==> src/rtl/mips24_pkg.sv <==
// Shared widths and the ID->EX pipeline bundle for the MIPS-24 core.
package mips24_pkg;

  localparam int DATA_W   = 24;
  localparam int REG_AW   = 3;
  localparam int NUM_REGS = 8;
  localparam int CTRL_W   = 8;

  typedef struct packed {
    logic              valid;
    logic              we;
    logic              isLoad;
    logic              usesRs;
    logic              usesRt;
    logic [REG_AW-1:0] rs;
    logic [REG_AW-1:0] rt;
    logic [REG_AW-1:0] rd;
    logic [CTRL_W-1:0] ctrl;
    logic [DATA_W-1:0] imm;
    logic [DATA_W-1:0] a;
    logic [DATA_W-1:0] b;
  } idExBundle_t;

endpackage

==> src/rtl/fwd_mux.sv <==
// One operand's forwarding select: EX/MEM beats MEM/WB beats the registered value.
module fwd_mux
  import mips24_pkg::*;
(
  input  logic              uses,
  input  logic [REG_AW-1:0] srcReg,
  input  logic [DATA_W-1:0] regQ,
  input  logic              memWe,
  input  logic [REG_AW-1:0] memRd,
  input  logic [DATA_W-1:0] memData,
  input  logic              wbWe,
  input  logic [REG_AW-1:0] wbRd,
  input  logic [DATA_W-1:0] wbData,
  output logic [DATA_W-1:0] operand
);

  always_comb begin
    operand = regQ;
    if (uses && memWe && (memRd == srcReg)) begin
      operand = memData;
    end else if (uses && wbWe && (wbRd == srcReg)) begin
      operand = wbData;
    end
  end

endmodule

==> src/rtl/id_ex_stage.sv <==
// Decode->execute pipeline register with capture bypass, output forwarding,
// load-use stall generation, flush and downstream hold.
module id_ex_stage
  import mips24_pkg::*;
(
  input  logic              clk,
  input  logic              rst_n,
  input  logic              id_valid,
  input  logic [REG_AW-1:0] id_rs,
  input  logic [REG_AW-1:0] id_rt,
  input  logic [REG_AW-1:0] id_rd,
  input  logic              id_uses_rs,
  input  logic              id_uses_rt,
  input  logic [DATA_W-1:0] id_a,
  input  logic [DATA_W-1:0] id_b,
  input  logic [DATA_W-1:0] id_imm,
  input  logic [CTRL_W-1:0] id_ctrl,
  input  logic              id_we,
  input  logic              id_is_load,
  input  logic              flush,
  input  logic              ex_hold,
  input  logic              mem_we,
  input  logic [REG_AW-1:0] mem_rd,
  input  logic [DATA_W-1:0] mem_data,
  input  logic              wb_we,
  input  logic [REG_AW-1:0] wb_rd,
  input  logic [DATA_W-1:0] wb_data,
  output logic              stall,
  output logic              ex_valid,
  output logic              ex_we,
  output logic              ex_is_load,
  output logic [REG_AW-1:0] ex_rs,
  output logic [REG_AW-1:0] ex_rt,
  output logic [REG_AW-1:0] ex_rd,
  output logic [CTRL_W-1:0] ex_ctrl,
  output logic [DATA_W-1:0] ex_imm,
  output logic [DATA_W-1:0] ex_a,
  output logic [DATA_W-1:0] ex_b
);

  idExBundle_t       exQ;
  idExBundle_t       exNext;
  logic [DATA_W-1:0] fwdA;
  logic [DATA_W-1:0] fwdB;
  logic              luh;

  // An empty EX slot must never pull a forwarded value.
  fwd_mux uFwdA (
    .uses    (exQ.valid && exQ.usesRs),
    .srcReg  (exQ.rs),
    .regQ    (exQ.a),
    .memWe   (mem_we),
    .memRd   (mem_rd),
    .memData (mem_data),
    .wbWe    (wb_we),
    .wbRd    (wb_rd),
    .wbData  (wb_data),
    .operand (fwdA)
  );

  fwd_mux uFwdB (
    .uses    (exQ.valid && exQ.usesRt),
    .srcReg  (exQ.rt),
    .regQ    (exQ.b),
    .memWe   (mem_we),
    .memRd   (mem_rd),
    .memData (mem_data),
    .wbWe    (wb_we),
    .wbRd    (wb_rd),
    .wbData  (wb_data),
    .operand (fwdB)
  );

  always_comb begin
    luh = exQ.valid && exQ.isLoad && exQ.we && id_valid &&
          ((id_uses_rs && (id_rs == exQ.rd)) || (id_uses_rt && (id_rt == exQ.rd)));
    stall = rst_n && !flush && (luh || ex_hold);
  end

  always_comb begin
    exNext = exQ;
    // Hold outranks the EX-slot kill: a flush during hold only discards decode.
    if (ex_hold) begin
      exNext.a = fwdA;
      exNext.b = fwdB;
    end else if (flush || luh) begin
      exNext.valid  = 1'b0;
      exNext.we     = 1'b0;
      exNext.isLoad = 1'b0;
    end else begin
      exNext.valid  = id_valid;
      exNext.we     = id_valid && id_we;
      exNext.isLoad = id_valid && id_is_load;
      exNext.usesRs = id_valid && id_uses_rs;
      exNext.usesRt = id_valid && id_uses_rt;
      exNext.rs     = id_rs;
      exNext.rt     = id_rt;
      exNext.rd     = id_rd;
      exNext.ctrl   = id_ctrl;
      exNext.imm    = id_imm;
      // The regFile write landing on this same edge is not yet in id_a/id_b.
      exNext.a      = (wb_we && (wb_rd == id_rs)) ? wb_data : id_a;
      exNext.b      = (wb_we && (wb_rd == id_rt)) ? wb_data : id_b;
    end
  end

  always_ff @(posedge clk or negedge rst_n) begin
    if (!rst_n) begin
      exQ <= '0;
    end else begin
      exQ <= exNext;
    end
  end

  assign ex_valid   = exQ.valid;
  assign ex_we      = exQ.we;
  assign ex_is_load = exQ.isLoad;
  assign ex_rs      = exQ.rs;
  assign ex_rt      = exQ.rt;
  assign ex_rd      = exQ.rd;
  assign ex_ctrl    = exQ.ctrl;
  assign ex_imm     = exQ.imm;
  assign ex_a       = fwdA;
  assign ex_b       = fwdB;

endmodule

==> config.mk <==
export PLATFORM = sky130hd
export DESIGN_NAME = id_ex_stage
export DESIGN_NICKNAME = d
export VERILOG_FILES = /design/src/rtl/mips24_pkg.sv /design/src/rtl/fwd_mux.sv /design/src/rtl/id_ex_stage.sv
export SDC_FILE = /design/constraint.sdc
export NUM_CORES = 1
export LEC_CHECK = 0
export CORE_MARGIN = 8
export CORE_UTILIZATION = 30
export DETAILED_ROUTE_END_ITERATION = 10
export GPL_TIMING_DRIVEN = 0
export PLACE_DENSITY = 0.71
export SLEW_MARGIN = 30
export SYNTH_ARGS = -nofsm -noshare
export SYNTH_HDL_FRONTEND = slang
export SYNTH_SLANG_ARGS = --single-unit
==> constraint.sdc <==
create_clock -name clk -period 2.24 [get_ports clk]
set_clock_uncertainty 0.05 [all_clocks]
set_input_delay 0.448 -clock clk [delete_from_list [all_inputs] [get_ports clk]]
set_output_delay 0.448 -clock clk [all_outputs]
set_load 0.01 [all_outputs]
# --- Word level (Yosys, flattened, before mapping) ---
# Cells that the tools add are included.
word_totals:
  elab_cells: 61
  mem_count: 0
  rom_bits: 0
  ramBits: 0
  latch_bits: 0
  reg_bits: 94
  output_inout_bits: 93
classes:
  n_mux: 9
  n_bitwise: 2
  n_reduce_logical: 29
  add_sub_neg: 0
  shift: 0
  multipliers: 0
  n_eq_ne: 9
  order_cmp: 0
  div_mod_pow: 0
ops:
  columns: ["cell", "n"]
  rows:
  - ["24-bit two-way mux", 6]
  - ["48-bit two-way mux", 2]
  - ["3-bit == test", 8]
  - ["1-bit logical AND", 24]
  - ["1-bit logical OR", 3]
  - ["3-bit two-way mux", 1]
  - ["2-bit != test, second input constant", 1]
  - ["1-bit NOT", 2]
  - ["2-bit AND reduction", 1]
  - ["1-bit zero test", 1]

# --- Depth between registers and ports, before layout ---
# Gate-level depths: netlist of run 1.
logic_depth:
  ltp_word: 7
  mapped_depth: 7
  ltp_nobuf: 5

# --- By module ---
# Synthesis of run 1 repeated with hierarchy kept, for this count alone.
unflattened:
  hier_cells: 667
  area_unflattened_um2: 6473.7
modules_own_cells:
  columns: ["mod", "area_per_inst_um2", "instances", "cells_each"]
  rows:
  - ["id_ex_stage", 5139.9, 1, 489]
  - ["fwd_mux", 666.9, 2, 89]

# --- Worst setup path after synthesis of run 1 ---
# OpenSTA, ideal clock, no wires.
synth_timing:
  kind: "input port to output port"
  from: "input id_rt[1]"
  to: "output stall"
  required_ps: 1742
  setup_slack_ps: -241
  stages: 7
  arrival_ps: 1983
  cell_sequence: "xnor2_1 -> nand4_1 -> a21oi_1 -> clkbuf_1 -> clkbuf_1 -> nor2_1 -> nor3b_1"
synth_via:
  elab_chain_len: 6
synth_rtl:
  columns: ["item", "line_no", "source"]
  rows:
  - ["from (decl)", "id_ex_stage.sv:10", "input logic [REG_AW-1:0] id_rt,"]
  - ["3-bit == test", "id_ex_stage.sv:76", "((id_uses_rs && (id_rs == exQ.rd)) || (id_uses_rt && (id_rt == exQ.rd)));"]
  - ["1-bit logical AND", "id_ex_stage.sv:76", null]
  - ["1-bit logical OR", "id_ex_stage.sv:76", null]
  - ["1-bit logical AND", "id_ex_stage.sv:75", "luh = exQ.valid && exQ.isLoad && exQ.we && id_valid &&"]
  - ["1-bit logical OR", "id_ex_stage.sv:77", "stall = rst_n && !flush && (luh || ex_hold);"]
  - ["1-bit logical AND", "id_ex_stage.sv:77", null]
  - ["to (decl)", "id_ex_stage.sv:28", "output logic stall,"]
# No other way between the ends.

# --- Worst setup path in the final report of run 1 ---
layout_timing:
  from: "input wb_rd[0]"
  to: "output ex_a[18]"
layout_via:
  elab_chain_len: 4
layout_rtl:
  columns: ["item", "line_no", "source"]
  rows:
  - ["from (decl)", "id_ex_stage.sv:26", "input logic [REG_AW-1:0] wb_rd,"]
  - ["3-bit == test", "fwd_mux.sv:21", "end else if (uses && wbWe && (wbRd == srcReg)) begin"]
  - ["1-bit logical AND", "fwd_mux.sv:21", null]
  - ["24-bit two-way mux", "fwd_mux.sv:21", null]
  - ["24-bit two-way mux", "fwd_mux.sv:19", "if (uses && memWe && (memRd == srcReg)) begin"]
  - ["to (decl)", "id_ex_stage.sv:37", "output logic [DATA_W-1:0] ex_a,"]
# No other way between the ends.

==> results.toml, run 1 <==
[status]
status = "finished, violations left"
violations = "negative hold slack, negative setup slack"

[synthesis]
ys_seq_area_share_pct = 37.62
synthTopCellsByArea = "dfrtp_1, mux2i_1, a221o_1"
synth_cell_type_count = 24
syn_nets = 781
synth.avg_cell_area_um2 = 9.974
synth_top_cell_by_area = "dfrtp_1"
synth_top_cell_area_share_pct = 37.62
syn-instance-count = 627
syn_area_um2 = 6253
yosys_warnings = 0
synth.ff_latch_count = 94

[clocking]
clock_path_buffers = 2
cts_sinks = 94
cts-htree-levels = 3
cts_tree = "yes"
clockRootBuffer = "clkbuf_16"
cts_inserted_buffers = 9
clk_latency_ns = 0.36
clkSlewWorstSetupHoldPaths_ns = 0.08

[worst_setup_path]
startpoint_type = "input port"
crit_path_max_fanout = 7
crit_slowest_cell = "or4_4"
cp_num_buf_inv = 3
timing.critical_path.arrival_ns = 2.31
path_delay_family = "buffers and inverters"
critPathRequiredTime_ns = 1.74
crit_type = "input port to primary output"
max_stage_delay_ns = 0.64
endpoint_kind = "primary output"
path_cells = "dlygate4sd2_1, xor2_1, or4_4, buf_12, mux2i_4, a21oi_4, buf_6"

[final_layout]
syn_to_final_growth_pct = 84.05
fin_cells = 1237
postLayoutCellArea_um2 = 11510
post_route_cells_drive_above_1_share_pct = 40.06
fill_cells = 1773
finalNetCount = 1111

[power_and_ir_drop]
power.leakage_uw = 0.004995
totalPowerFinal_uw = 6384
pwr_density_cell_nw_per_um2 = 554.7
irDropWorstVdd_uv = 429.3

[sta]
hold_viol_final = 4
slew_headroom_pct = 48.08
timing.final.ws_setup_ns = -0.5671
slew_violations = 0
worstMarginPinSlew_ns = 0.7788
holdWs_ns = -0.007278
timing.final.crit_share_pct = 125.3
min_period_ns = 2.807
rsz0062_at_grt = "true"
finalSetupViolCount = 128
fmax_ghz = 0.3562

[job]
cap_violations = 0

[routing]
drc = 0
first_iter_violations = 344
vias = 6489
wire_per_inst_um = 22.68
dr.pass1.iters = 5
totalWireLength_um = 28050
ant_nets = 0
via_per_inst = 5.246

[die]
rows = 53
chipWidth_um = 160.4
dieArea_um2 = 25720
coreArea_um2 = 20760
io_pins = 247
fp.dieH_um = 160.4
start_util_pct = 30.13

[placement]
post-place-cells = 1147
gp_congestion = 0.8609
place_hpwl_um = 19120
io_buffers = 244
pre_cts_slack_ns = -1.488
placed_area_um2 = 9135

[global_routing]
grt_start_max_net_pins = 54
track_usage_pct = 20.45
antenna_found_initial = 3
grt_pass1_vias = 6918
grt-ovfl-total = 0
grt_pass1_wl_um = 40970

[worst_hold_path]
holdCritPathClass = "input port to async pin"
[final timing paths]
path | startpoint | slack (ns) | endpoint | cells after the start
setup / recovery | wb_rd[0] | -0.57 | ex_a[18] | 7
hold / removal | rst_n | -0.007 | ex_ctrl[1] | 2
min in group clk | ex_ctrl[0] | 0.46 | ex_ctrl[0] | 1
hold reg to reg | ex_ctrl[0] | 0.46 | ex_ctrl[0] | 1
max in group asynchronous | rst_n | 1.83 | ex_valid | 2
setup reg to reg | ex_rs[0] | -0.27 | exQ[46] | 8
[cells in the final DEF (no fill, tap or decap), types with 9 or more instances in the layout]
cell,netlist,layout
nor2_2,0,14
buf_12,0,10
buf_6,4,65
dfrtp_1,94,91
buf_2,9,11
nor2_4,0,9
nor4_1,48,46
nor2b_1,48,48
xor2_1,12,12
a221o_1,48,48
nor2_1,49,26
mux2i_1,98,60
a21oi_2,0,12
buf_4,42,90
dlygate4sd2_1,0,13
mux2i_2,0,20
mux2i_4,0,18
mux2_2,41,40
clkbuf_16,0,18
a21oi_4,0,37
xnor2_1,12,10
clkdlybuf4s50_1,0,180
clkbuf_1,44,22
[state kept, by name, indices dropped and copies added, names as in the netlist]
signal	flops
ex_valid	1
ex_rd	3
ex_we	1
ex_ctrl	8
ex_rt	3
ex_is_load	1
ex_rs	3
exQ	50
ex_imm	24
[stage by stage]
stage	util [%]	TNS [ns]	hold slack (ns)
after floorplan	-	-1.086	0.1024
after detailed placement	44.01	-135.63	0.3556
after global routing	55.45	-43.15	0.01783
after global placement	43.87	-444.78	0.4411
after CTS	52.07	-25.81	0.004958
final	55.45	-34.15	-0.007278
[cell families (layout without fill, tap and decap cells)]
logic type	Yosys count	count (layout)	synth area share, %
other	0	1	0
muxes	139	139	23.07
xor gates and xnor gates	24	24	3.361
DFF	94	94	37.62
and+or+nand+nor	166	166	14.53
AOI/OAI and AO/OA	100	100	12.00
buffers and inverters	104	438	9.424
[synthesized netlist by cell type]
cell type and instances:
mux2i_1 98, dfrtp_1 94, a21oi_1 49, nor2_1 49
a221o_1 48, nor2b_1 48, nor4_1 48, clkbuf_1 44
buf_4 42, mux2_2 41, xnor2_1 12, xor2_1 12
buf_2 9, inv_1 5, nand2_1 5, nand4_1 5
buf_6 4, nand3_1 4, or4_1 4, o41ai_1 2
nor3_2 1, nor3b_1 1, o31ai_1 1, or2_2 1
[repair_timing]
action / CTS / global route
pin swaps: 59 / 34
cloned: 4 / 7
resized for setup: 471 / 123
setup buffers: 43 / 28
setup endpoints to repair: 140 / 138
endpoints found under the hold margin: 42 / 0
hold buffers: 1 / 0
[worst reg2reg max path: stages, from the launching register on]
cell       delay (ns)
dfrtp_1          0.40
xor2_1           0.17
or4_4            0.64
clkbuf_16        0.23
mux2i_2          0.23
a21oi_4          0.09
buf_4            0.14
buf_4            0.12
a221o_1          0.33
[routing by layer]
layer / track usage [%] / vias to the layer above / part of all wire, % / routed length [um]
met5: 0 / - / 0.086 / 24
met4: 6.797 / 4 / 2.5 / 697
met3: 5.912 / 42 / 7.8 / 2201
met2: 33.32 / 296 / 48 / 13520
met1: 25.54 / 3199 / 41 / 11610
li1: - / 2948 / - / -
[where the power goes]
| group | leakage (uW) | switching, uW | internal, uW | total, uW |
|---|---|---|---|---|
| logic | 0.00371 | 1040 | 1580 | 2620 |
| clock network | 0.000144 | 759 | 874 | 1630 |
| registers | 0.00114 | 185 | 1950 | 2130 |
| total | 0.00500 | 1990 | 4400 | 6380 |
[area by class of cell]
| type | instances | area, um2 | share of cell area, % |
|---|---|---|---|
| clock inverter | 6 | 71.32 | 0.6196 |
| inverter | 5 | 18.77 | 0.1631 |
| tap | 275 | 344.1 | 2.989 |
| timing repair buffer | 323 | 3364 | 29.23 |
| multi-input combinational | 429 | 4269 | 37.09 |
| clock buffer | 9 | 225.2 | 1.957 |
| sequential | 94 | 2356 | 20.47 |
| antenna | 1 | 2.502 | 0.02174 |
| buffer | 95 | 858.3 | 7.457 |
Power figures use the tool's default switching activity.
==> run 2, diff against run 1 <==
CELL_PAD_IN_SITES_DETAIL_PLACEMENT = 1   (was unset)
CELL_PAD_IN_SITES_GLOBAL_PLACEMENT = 1   (was unset)
PLACE_DENSITY = 0.88   (was 0.71)
==> run 2 against run 1 <==
The flow finishes with violations (negative setup slack). Combinational power up 3%. Via count up 4.6%. Global-route usage up 2.9 points. First-iteration DRC count up 29%. Count of clock-buffer cells in the layout up 3. Routed wire length up 19%. Non-clock buffer count down 19. Power up 0.68%. Worst hold slack better by 0.0099 ns. Clock power down 4%. Largest cell class unchanged. Largest power group unchanged.
==> results.toml, run 2 (synthesis results as in run 1) <==
[routing]
via_per_inst = 5.559
first_iter_violations = 445
vias = 6788
totalWireLength_um = 33380
drc = 0
ant_nets = 0
dr.pass1.iters = 5
wire_per_inst_um = 27.33

[clocking]
cts_inserted_buffers = 9
cts_tree = "yes"
clock_path_buffers = 2
cts_sinks = 94
clockRootBuffer = "clkbuf_16"
cts-htree-levels = 3
clkSlewWorstSetupHoldPaths_ns = 0.08
clk_latency_ns = 0.36

[die]
dieArea_um2 = 25720
rows = 53
fp.dieH_um = 160.4
start_util_pct = 30.13
io_pins = 247
chipWidth_um = 160.4
coreArea_um2 = 20760

[power_and_ir_drop]
power.leakage_uw = 0.004820
pwr_density_cell_nw_per_um2 = 567.9
irDropWorstVdd_uv = 372.7

[placement]
post-place-cells = 1147
placed_area_um2 = 9135
io_buffers = 244
place_hpwl_um = 21300
gp_congestion = 0.8285

[global_routing]
grt_pass1_wl_um = 46450
grt.busiest_layer = "met2"
grt.met3_usage_pct = 4.018
met2_usage_pct = 40.25
grtUsageMet1_pct = 27.40
track_usage_pct = 23.36
grt_pass1_vias = 7470
antenna_found_initial = 3
grt_start_max_net_pins = 62
grt-ovfl-total = 0

[worst_setup_path]
critPathRequiredTime_ns = 1.74
crit_slowest_cell = "or4_4"
path_cells = "xor2_1, or4_4, clkbuf_16, mux2i_4, a21oi_4, buf_6"
cp_num_buf_inv = 2
max_stage_delay_ns = 0.64
crit_type = "register to primary output"
startpoint_type = "register"
crit_path_max_fanout = 6
path_delay_family = "simple AND/OR/NAND/NOR gates"
timing.critical_path.arrival_ns = 2.32
endpoint_kind = "primary output"

[sta]
slew_headroom_pct = 50.31
hold_viol_final = 0
min_period_ns = 2.821
timing.final.crit_share_pct = 125.9
worstMarginPinSlew_ns = 0.7454
finalSetupViolCount = 79
slew_violations = 0
timing.final.ws_setup_ns = -0.5809
fmax_ghz = 0.3545
rsz0062_at_grt = "true"
holdWs_ns = 0.002665

[worst_hold_path]
holdCritPathClass = "input port to async pin"

[final_layout]
post_route_cells_drive_above_1_share_pct = 40.83
postLayoutCellArea_um2 = 11320
top_register = "exQ"
largest_reg_flops = 50
fin_cells = 1221
final_cell_mix = "clkdlybuf4s50_1, dfrtp_1, buf_4"
layout_commonest_cell = "clkdlybuf4s50_1"
fill_cells = 2157
syn_to_final_growth_pct = 80.99
finalNetCount = 1092

[status]
violations = "negative setup slack"
status = "finished, violations left"

[job]
cap_violations = 0
==> run 2: report_power, final <==
part	total [uW]	leakage [uW]	switching, uW	internal (uW)
Sequential	2170	0.00114	218	1950
Combinational	2690	0.00355	1120	1570
Clock	1570	0.000131	750	819
Total	6430	0.00482	2090	4340
==> run 2: per-stage QoR <==
| step | total power, uW | worst slack, ns | util (%) | setup TNS (ns) |
|---|---|---|---|---|
| after floorplan | 3118 | -0.04723 | - | -1.086 |
| after global placement | 4191 | -3.609 | 43.87 | -438.18 |
| after detailed placement | 4271 | -1.516 | 44.01 | -137.40 |
| after CTS | 6155 | -0.5241 | 51.02 | -26.70 |
| after global routing | 6654 | -0.5965 | 54.53 | -30.96 |
| final | 6428 | -0.5809 | 54.53 | -28.02 |
==> run 2: worst reg2reg max path, delay by kind of cell, from the launching register on <==
family / cells / cell delay [ns]
XOR/XNOR: 1 / 0.15
AO/OA/AOI/OAI: 2 / 0.42
multiplexers: 1 / 0.24
flip-flops: 1 / 0.40
AND/OR/NAND/NOR: 1 / 0.53
buffers and inverters: 4 / 0.57
==> run 2: repair_timing <==
action | CTS | global route
endpoints found under the hold margin | 34 | 0
hold buffers | 2 | 0
pin swaps | 44 | 41
setup buffers | 34 | 17
gates cloned | 1 | 6
resized for setup | 456 | 110
setup endpoints to repair | 140 | 138
==> run 2: path summary, 6_finish.rpt <==
kind | start | to | cells past startpoint | slack, ns
setup / recovery | ex_rt[2] | ex_b[7] | 6 | -0.58
hold / removal | rst_n | exQ[35] | 2 | 0.003
setup reg to reg | ex_rs[0] | exQ[27] | 9 | -0.24
hold reg to reg | ex_ctrl[2] | ex_ctrl[2] | 1 | 0.46
max in group asynchronous | rst_n | exQ[2] | 3 | 1.34
min in group clk | ex_ctrl[2] | ex_ctrl[2] | 1 | 0.46
==> run 2: layout make-up <==
cell class	instances	area [um2]	area share (%)
Multi-Input combinational cell	429	4390	38.79
Timing Repair Buffer	302	3092	27.32
Sequential cell	94	2362	20.87
Buffer	97	815.8	7.208
Tap cell	275	344.1	3.040
Clock buffer	12	256.5	2.266
Clock inverter	4	31.28	0.2764
Inverter	5	18.77	0.1658
Antenna cell	3	7.507	0.06633
==> run 2: routing by layer <==
metal | part of all wire [%] | routed length [um]
met1 | 39 | 13110
met2 | 51 | 17170
met3 | 4.9 | 1645
met4 | 4.3 | 1450
met5 | 0 | 0
